$ cat src/rtl/apb_event_completer.sv
// APB completer for event-reporting writes.
// Three events (A/B/C) each own a DATA register and a COUNT register. A committed
// DATA write stores the data, bumps a saturating counter and fires a one-cycle pulse.
// A COUNT write clears the counter. Unmapped accesses answer with PSLVERR.
module apb_event_completer #(
  parameter int unsigned WAIT_CYCLES = 0,  // access-phase wait states, 0..15
  parameter int unsigned CNT_W       = 16  // counter width, 1..32
) (
  input  logic             clk,
  input  logic             reset,
  input  logic             apb_psel_i,
  input  logic             apb_penable_i,
  input  logic [31:0]      apb_paddr_i,
  input  logic             apb_pwrite_i,
  input  logic [31:0]      apb_pwdata_i,
  output logic [31:0]      apb_prdata_o,
  output logic             apb_pready_o,
  output logic             apb_pslverr_o,
  output logic             event_a_o,
  output logic             event_b_o,
  output logic             event_c_o,
  output logic [31:0]      last_a_o,
  output logic [31:0]      last_b_o,
  output logic [31:0]      last_c_o,
  output logic [CNT_W-1:0] count_a_o,
  output logic [CNT_W-1:0] count_b_o,
  output logic [CNT_W-1:0] count_c_o
);

  localparam logic [0:0] StIdle   = 1'b0;
  localparam logic [0:0] StAccess = 1'b1;

  localparam logic [31:0] AddrA = 32'hABBA_0000;
  localparam logic [31:0] AddrB = 32'hBAFF_0000;
  localparam logic [31:0] AddrC = 32'hCAFE_0000;

  logic [0:0]       state_q;
  logic [3:0]       wait_q;
  logic [31:0]      addr_q;
  logic [31:0]      wdata_q;
  logic             write_q;
  logic [31:0]      last_q  [3];
  logic [CNT_W-1:0] cnt_q   [3];
  logic [2:0]       event_q;

  logic [2:0] data_hit;
  logic [2:0] cnt_hit;
  logic       mapped;
  logic       complete;
  logic       commit_wr;

  // Decode the address latched in the setup phase; the live bus address is never used.
  always_comb begin
    data_hit = {addr_q == AddrC, addr_q == AddrB, addr_q == AddrA};
    cnt_hit  = {addr_q == (AddrC | 32'h4), addr_q == (AddrB | 32'h4),
                addr_q == (AddrA | 32'h4)};
    mapped    = |{data_hit, cnt_hit};
    complete  = (state_q == StAccess) && (wait_q == 4'd0) && apb_psel_i && apb_penable_i;
    commit_wr = complete && write_q && mapped;
  end

  // Transfer FSM: setup latches the request, access counts down the wait states.
  always_ff @(posedge clk or posedge reset) begin
    if (reset) begin
      state_q <= StIdle;
      wait_q  <= 4'd0;
      addr_q  <= 32'd0;
      wdata_q <= 32'd0;
      write_q <= 1'b0;
    end else begin
      unique case (state_q)
        StIdle: begin
          if (apb_psel_i && !apb_penable_i) begin
            state_q <= StAccess;
            wait_q  <= 4'(WAIT_CYCLES);
            addr_q  <= apb_paddr_i;
            wdata_q <= apb_pwdata_i;
            write_q <= apb_pwrite_i;
          end
        end
        StAccess: begin
          if (!apb_psel_i) begin
            // Aborted transfer: drop it without committing anything.
            state_q <= StIdle;
          end else if (apb_penable_i) begin
            if (wait_q != 4'd0) begin
              wait_q <= wait_q - 4'd1;
            end else begin
              state_q <= StIdle;
            end
          end
        end
        default: state_q <= StIdle;
      endcase
    end
  end

  // Per-event registers and pulses, updated only on the completing edge of a mapped write.
  always_ff @(posedge clk or posedge reset) begin
    if (reset) begin
      event_q <= 3'b000;
      for (int i = 0; i < 3; i++) begin
        last_q[i] <= 32'd0;
        cnt_q[i]  <= '0;
      end
    end else begin
      event_q <= commit_wr ? data_hit : 3'b000;
      for (int i = 0; i < 3; i++) begin
        if (commit_wr && data_hit[i]) begin
          last_q[i] <= wdata_q;
          if (cnt_q[i] != {CNT_W{1'b1}}) begin
            cnt_q[i] <= cnt_q[i] + CNT_W'(1);
          end
        end else if (commit_wr && cnt_hit[i]) begin
          cnt_q[i] <= '0;
        end
      end
    end
  end

  // Response: read data and error are only driven during the completing cycle.
  always_comb begin
    apb_prdata_o = 32'd0;
    if (complete && !write_q) begin
      for (int i = 0; i < 3; i++) begin
        if (data_hit[i]) apb_prdata_o = last_q[i];
        if (cnt_hit[i])  apb_prdata_o = 32'(cnt_q[i]);
      end
    end
    apb_pready_o  = complete;
    apb_pslverr_o = complete && !mapped;
  end

  assign event_a_o = event_q[0];
  assign event_b_o = event_q[1];
  assign event_c_o = event_q[2];
  assign last_a_o  = last_q[0];
  assign last_b_o  = last_q[1];
  assign last_c_o  = last_q[2];
  assign count_a_o = cnt_q[0];
  assign count_b_o = cnt_q[1];
  assign count_c_o = cnt_q[2];

endmodule

$ cat config.mk
export PLATFORM = sky130hd
export DESIGN_NAME = apb_event_completer
export DESIGN_NICKNAME = d
export VERILOG_FILES = /design/src/rtl/apb_event_completer.sv
export SDC_FILE = /design/constraint.sdc
export NUM_CORES = 1
export LEC_CHECK = 0
export ABC_CLOCK_PERIOD_IN_PS = 8200
export CAP_MARGIN = 20
export CELL_PAD_IN_SITES_DETAIL_PLACEMENT = 0
export CELL_PAD_IN_SITES_GLOBAL_PLACEMENT = 1
export CORE_AREA = 2 2 167 169
export CTS_BUF_LIST = sky130_fd_sc_hd__clkbuf_4 sky130_fd_sc_hd__clkbuf_8 sky130_fd_sc_hd__clkbuf_16
export DETAILED_ROUTE_END_ITERATION = 12
export DIE_AREA = 0 0 169 171
export GPL_TIMING_DRIVEN = 0
export HOLD_SLACK_MARGIN = 0.15
export PLACE_DENSITY_LB_ADDON = 0.15
export SETUP_SLACK_MARGIN = 0.5
export SLEW_MARGIN = 25
export SYNTH_ARGS = -nofsm -noshare
export SYNTH_HDL_FRONTEND = slang
export SYNTH_SLANG_ARGS = --single-unit
$ cat constraint.sdc
create_clock -name clk -period 8.2 [get_ports clk]
set_clock_uncertainty 0.15 [all_clocks]
set_input_delay 0.82 -clock clk [delete_from_list [all_inputs] [get_ports clk]]
set_output_delay 0.82 -clock clk [all_outputs]
set_load 0.02 [all_outputs]
==> key figures, run 1 <==
Synthesis
  – Most common flop cell mapped by yosys: dfrtp_1
  – Net count of the mapped netlist: 990
  – Commonest cells in the synthesized netlist: dfrtp_1, mux2_2, nand2_1, nor2_1, clkbuf_1
  – Top-count cell post-synth: dfrtp_1
  – Share of synthesized area occupied by flip-flops and latches: 0.5226
  – Top cell type's share of synthesized area: 0.5226
  – Count of mapped cells out of synthesis: 917
  – Count of unique library cells instantiated by Yosys: 55
  – Number of enable flip-flop cells after synthesis: 0
  – Cell taking the most area after synthesis: dfrtp_1
  – Leading post-synthesis cells by cell area: dfrtp_1, mux2_2, nand2_1, nor2_1, a22o_1
  – Post-synthesis instance area: 0.01039 sq mm
  – FF+latch count, synth: 217
  – Count of yosys warnings during synthesis: 0
  – Proportion of synthesized flip-flops having asynchronous set or reset: 1.000
  – Syn Area/Cell: 11.33 sq um

GRT
  – Global-route wire length before repair: 54.50 mm
  – Pin count of the biggest net entering global routing: 97
  – Number of global-route vias before repair: 8624
  – Initial antenna violation count: 1
  – Overflow after GRT: 0
  – Global router's overall resource usage: 0.2493

Detailed routing
  – Overall via count from detail_route: 8640
  – Number of search-and-repair iterations in the first detailed-routing pass: 5
  – Post-detailed-route DRC marker count: 0
  – Count of antenna-violating nets left after detailed routing: 0
  – Overall routed net length: 35.84 mm
  – 1st-iter DRT viols: 533
  – Vias per cell: 5.567
  – Post-DR wirelength/cell: 23.09 um

Die
  – Std-Cell Rows: 61
  – Starting density of the core: 0.3803
  – Horizontal die dimension: 169 um
  – Die outline height: 171 um
  – Die outline area: 0.02890 sq mm
  – Core area: 0.02732 sq mm
  – Num ports: 250

Clocking
  – CTS Hold Buffers Added: 0
  – Total clock sinks: 217
  – Clock root buffer master: clkbuf_16
  – Buffers inserted by post-CTS timing repair: 0
  – Post-cts gate resize count: 0
  – Clock tree from TritonCTS: yes
  – Clock H-tree levels: 1
  – Number of buffers created by CTS: 25
  – Clock edge transition at the registers on the reported setup and hold paths: 50 ps
  – Clock latency reported for the late side of the worst-skew pair: 550 ps
  – Maximum buffer depth of the clock tree: 3

Placement
  – Half-perimeter wire length after placement: 26.78 mm
  – Routability Congestion: 0.8887
  – Number of buffers added on ports: 249
  – Dpl ws: 3157 ps
  – Placed Area: 0.01338 sq mm

Setup path
  – Critical path start-end classification: flip-flop to primary output
  – Setup crit end kind: primary output
  – WP data arrival: 4720 ps
  – Type of origin of the critical path: flip-flop
  – Maximum net fanout on the critical path: 10
  – CP Data Required Time: 7230 ps

Power and ir drop
  – Total power per unit cell area: 184.6 mW/mm^2
  – Leak pwr: 0.005855 uW
  – Maximum resistive drop on vdd: 143.1 uV
  – Final Total Pwr: 2620 uW

STA
  – Worst slew margin relative to its limit: 0.3568
  – Number of setup violations in the final report: 0
  – Time the final worst path needs with I/O delays and setup: 5693 ps
  – Unrepaired setup endpoints after global routing: no
  – Setup WS post-layout: 2507 ps
  – Max Slew Vio Count: 0
  – Final hold violations: 0
  – Share of the clock period used by the worst path: 0.6942
  – Max Clock Freq: 175.7 MHz
  – Actual slew at the worst max-slew pin: 957.4 ps

Outcome
  – Outcome: finished, final reports clean

Job
  – Max-cap viol count: 0

Final layout
  – Final std cell area, no fill: 0.01419 sq mm
  – Fillers: 2533
  – Share of layout cells above drive strength 1: 0.1899
  – Number of diodes: 0
  – Final layout net count: 1268
  – Layout-stage area growth over the synthesis result: 36.54%

Min path
  – Worst Hold Class: flip-flop to flip-flop
## state kept, by name (all words and copies together) (netlist names)
name and cells:
event_q 3, wait_q 4, state_q 1, count_a_o 16, wdata_q 32, last_c_o 32
last_a_o 32, count_b_o 16, write_q 1, count_c_o 16, last_b_o 32, addr_q 32
## stage by stage
| step | setup TNS, ps | hold slack [ps] | instances | util |
|---|---|---|---|---|
| 2_1_floorplan | 0 | 313.0 | 917 | - |
| 3_3_place_gp | -373360 | 331.6 | 1512 | 0.4874 |
| 3_5_place_dp | 0 | 337.9 | 1514 | 0.4897 |
| 4_1_cts | 0 | 350.4 | 1552 | 0.5193 |
| 5_1_grt | 0 | 370.2 | 1552 | 0.5193 |
| 6_report | 0 | 347.4 | 1552 | 0.5193 |
## layout by cell type, fill, tap and decap left out, types with 9 or more instances in the layout
cell type        Yosys  final
a22o_1              21     21
xnor2_1             13     13
clkbuf_1            40     40
dfrtp_1            217    217
and3_1              12     12
mux2_2             161    161
nand2_1             65     65
nor4_1              18     18
nor2_1              59     59
buf_2               12     12
o21ai_0             28     28
a21oi_1             29     29
nand4_1             22     22
a22oi_1             20     20
nor3_1              20     20
or3_1               17     17
nand3_1             27     27
o211ai_1             9      9
a211oi_1             9      9
clkbuf_16            0     25
clkdlybuf4s50_1      0    249
xor2_1              11     11
## worst max-delay path, cell delays in order (launching register included)
cell,delay [ps]
dfrtp_1,370
or4_1,550
or4_4,500
or2_2,340
clkbuf_1,300
nor4_1,710
a41oi_1,130
a221oi_1,560
clkdlybuf4s50_1,710
## path summary, 6_finish.rpt
kind	startpoint	cells past startpoint	endpoint	slack, ps
worst max-delay path	addr_q[1]	8	apb_prdata_o[9]	2510
worst min-delay path	addr_q[6]	1	addr_q[6]	350
worst max register to register	addr_q[1]	6	last_a_o[1]	4590
worst min register to register	addr_q[6]	1	addr_q[6]	350
max in group asynchronous	reset	3	last_a_o[19]	6570
min in group asynchronous	reset	2	addr_q[27]	530
## power breakdown
| part | leakage (uW) | internal, uW | switching, uW | total (uW) |
|---|---|---|---|---|
| sequential | 0.00288 | 1160 | 67.5 | 1220 |
| combinational | 0.00257 | 137 | 137 | 274 |
| clock | 0.000404 | 675 | 446 | 1120 |
## layer usage
layer  vias to the layer above  GRT usage  part of all wire
li1                       3961          -                 -
met1                      4276     0.3360              0.43
met2                       337     0.3929              0.46
met3                        64    0.06269             0.079
met4                         2    0.08584             0.037
met5                         -          0           0.00036
## layout make-up
cell class / count / area, sq um / area share
Buffer: 55 / 221.5 / 0.01561
Clock buffer: 34 / 724.4 / 0.05106
Clock inverter: 4 / 85.08 / 0.005996
Inverter: 10 / 45.04 / 0.003175
Multi-Input combinational cell: 635 / 4702 / 0.3314
Sequential cell: 217 / 5430 / 0.3827
Tap cell: 346 / 432.9 / 0.03051
Timing Repair Buffer: 251 / 2547 / 0.1795
## cells by family after synthesis
logic type / synth area share
xor gates and xnor gates: 0.02023
and+or+nand+nor: 0.1446
buffers and inverters: 0.02492
AOI/OAI and AO/OA: 0.1005
muxes: 0.1823
DFF: 0.5226
adders and majority gates: 0.004817
Note: power is estimated with default switching activity, not from simulation.
==> run 2: changes to the inputs <==
- ABC_CLOCK_PERIOD_IN_PS: 8200 -> 5270
- clock period: 8.2 -> 5.27 ns (I/O delays scaled with it)
==> key figures, run 2 (synthesis gave the netlist of run 1 again) <==
Clocking
  – Clock edge transition at the registers on the reported setup and hold paths: 60 ps (was 50 ps)
  – Number of buffers created by CTS: 25 (unchanged)
  – Total clock sinks: 217 (unchanged)
  – Clock H-tree levels: 1 (unchanged)
  – CTS Hold Buffers Added: 0 (unchanged)
  – Clock root buffer master: clkbuf_16 (unchanged)
  – Buffers inserted by post-CTS timing repair: 0 (unchanged)
  – Clock latency reported for the late side of the worst-skew pair: 520 ps (was 550 ps)
  – Clock tree from TritonCTS: yes (unchanged)
  – Maximum buffer depth of the clock tree: 3 (unchanged)

Final layout
  – Leading cell type in the layout, fill and taps excluded: clkdlybuf4s50_1 (unchanged)
  – Layout-stage area growth over the synthesis result: 38.83% (was 36.54%)
  – Fillers: 2494 (was 2533)
  – Final layout net count: 1274 (was 1268)
  – Multi-input logic area: 0.004775 sq mm (was 0.004702 sq mm)
  – Share of layout cells above drive strength 1: 0.2116 (was 0.1899)
  – Highest-count cells in the layout ignoring fill and taps: clkdlybuf4s50_1, dfrtp_1, mux2_2 (unchanged)
  – Final std cell area, no fill: 0.01443 sq mm (was 0.01419 sq mm)
  – Storage element area: 0.005430 sq mm (unchanged)
  – Post-route core utilization: 0.5280 (was 0.5193)

STA
  – Time the final worst path needs with I/O delays and setup: 4653 ps
  – Share of the clock period used by the worst path: 0.8829
  – Actual slew at the worst max-slew pin: 973.4 ps (was 957.4 ps)
  – Unrepaired setup endpoints after global routing: no (unchanged)
  – Worst slew margin relative to its limit: 0.3408 (was 0.3568)
  – Number of setup violations in the final report: 0 (unchanged)
  – Max Slew Vio Count: 0 (unchanged)
  – Post-Route Hold Slack: 168.3 ps (was 347.4 ps)
  – Final hold violations: 0 (unchanged)
  – Max Clock Freq: 214.9 MHz

GRT
  – Global-route wire length before repair: 55.43 mm (was 54.50 mm)
  – Overflow after GRT: 0 (unchanged)
  – Initial antenna violation count: 2 (was 1)
  – Global router's overall resource usage: 0.2529 (was 0.2493)
  – Pin count of the biggest net entering global routing: 32 (was 97)
  – Number of global-route vias before repair: 8828 (was 8624)

Die
  – Std-Cell Rows: 61 (unchanged)
  – Die outline height: 171 um (unchanged)
  – Core area: 0.02732 sq mm (unchanged)
  – Die outline area: 0.02890 sq mm (unchanged)
  – Horizontal die dimension: 169 um (unchanged)
  – Starting density of the core: 0.3803 (unchanged)
  – Num ports: 250 (unchanged)

Setup path
  – Maximum net fanout on the critical path: 10 (unchanged)
  – Setup crit end kind: primary output (unchanged)
  – Critical register-to-register path startpoint: addr_q[1] (unchanged)
  – Register-to-Register Setup Slack: 1700 ps (was 4590 ps)
  – Destination of the worst register-to-register timing path: last_c_o[22] (was last_a_o[1])
  – Type of origin of the critical path: flip-flop (unchanged)
  – WP data arrival: 3980 ps (was 4720 ps)
  – CP Data Required Time: 4590 ps (was 7230 ps)
  – Path depth of the worst reg2reg path: 7 (was 6)
  – Critical path start-end classification: flip-flop to primary output (unchanged)

Placement
  – Number of buffers added on ports: 249 (unchanged)
  – Routability Congestion: 0.8790 (was 0.8887)
  – Placed Area: 0.01349 sq mm (was 0.01338 sq mm)
  – Half-perimeter wire length after placement: 27.44 mm (was 26.78 mm)

Power and ir drop
  – Power spent charging and discharging nets: 1029 uW (was 650.6 uW)
  – Proportion of power drawn by the clock network: 0.424 (was 0.428)
  – Final Total Pwr: 4080 uW (was 2620 uW)
  – Logic pwr share: 0.109 (was 0.105)
  – Switching share of power: 0.2521 (was 0.2483)
  – Sequential Power Share: 0.467 (about the same)
  – Leak pwr: 0.006256 uW (was 0.005855 uW)
  – Total power per unit cell area: 282.8 mW/mm^2 (was 184.6 mW/mm^2)
  – Maximum resistive drop on vdd: 238.5 uV (was 143.1 uV)
  – Internal Dissipation: 3051 uW (was 1969 uW)

Detailed routing
  – Post-DR wirelength/cell: 23.37 um (was 23.09 um)
  – 1st-iter DRT viols: 583 (was 533)
  – Count of antenna-violating nets left after detailed routing: 0 (unchanged)
  – Overall via count from detail_route: 8775 (was 8640)
  – Overall routed net length: 36.60 mm (was 35.84 mm)
  – Vias per cell: 5.603 (was 5.567)
  – Number of search-and-repair iterations in the first detailed-routing pass: 5 (unchanged)
  – Post-detailed-route DRC marker count: 0 (unchanged)

Outcome
  – Outcome: finished, final reports clean (unchanged)

Min path
  – Worst Hold Class: input port to asynchronous set/reset pin (was flip-flop to flip-flop)

Job
  – Max-cap viol count: 0 (unchanged)
-- run 2: cell types whose count changed in the layout (fill, tap and decap cells not counted), sizes merged --
cell,delta
buf,+6
bufinv,-1
clkbuf,+2
clkdlybuf4s50,-20
clkinv,+6
clkinvlp,+2
diode,+1
dlygate4sd2,+5
dlymetal6s2s,+15
inv,-2
-- run 2: layout make-up --
| class | count | area share |
|---|---|---|
| clock inverter | 9 | 0.005030 |
| tap | 346 | 0.03001 |
| antenna | 1 | 0.0001735 |
| inverter | 10 | 0.002862 |
| sequential | 217 | 0.3764 |
| buffer | 55 | 0.01631 |
| clock buffer | 36 | 0.05169 |
| timing repair buffer | 257 | 0.1866 |
| multi-input combinational | 635 | 0.3310 |
-- run 2: stage by stage --
step	worst slack, ps	instances	setup TNS [ps]
finish	616.9	1566	0
CTS	434.0	1565	0
detailed placement	548.6	1520	0
floorplan	1576	917	0
global placement	-57.11	1512	-6826
global route	502.7	1565	0
-- run 2: worst max-delay path: stages (launching register included) --
cell and delay, ps:
dfrtp_1 380, or4_1 560, or4_4 500, or2_2 360, buf_2 250, or2_2 320, clkbuf_1 220, a21oi_1 230
clkdlybuf4s50_1 640
-- run 2: how the worst max path moves through the flow --
stage | from | end | slack (ps) | cells past startpoint
after floorplan | addr_q[1] | apb_prdata_o[0] | 1580 | 7
after global placement | reset | count_b_o[9] | -60 | 2
after detailed placement | addr_q[1] | apb_prdata_o[15] | 550 | 8
after CTS | addr_q[1] | apb_prdata_o[15] | 430 | 8
after global routing | addr_q[1] | apb_prdata_o[23] | 500 | 9
final | addr_q[1] | apb_prdata_o[2] | 620 | 8
-- run 2: what timing repair did --
item | 4_1_cts | 5_1_grt
pin swaps | 0 | 1
endpoints found under the setup margin | 20 | 18
cloned | 0 | 0
resized for setup | 21 | 23
-- run 2: power groups by stage --
stage	registers (uW)	logic (uW)	clock network [uW]
final	1910	443	1730
after global routing	1920	489	1850
after CTS	1910	445	1770
after detailed placement	1940	440	0
after global placement	1930	415	0
after floorplan	1900	288	0
-- run 2: metal layers --
metal,part of all wire,GRT usage,wire (um),vias to the layer above
met4,0.028,0.08510,1035,2
met3,0.084,0.06893,3061,58
li1,-,-,-,3963
met1,0.43,0.3429,15570,4415
met5,0.00036,0,13,-
met2,0.46,0.3934,16910,337
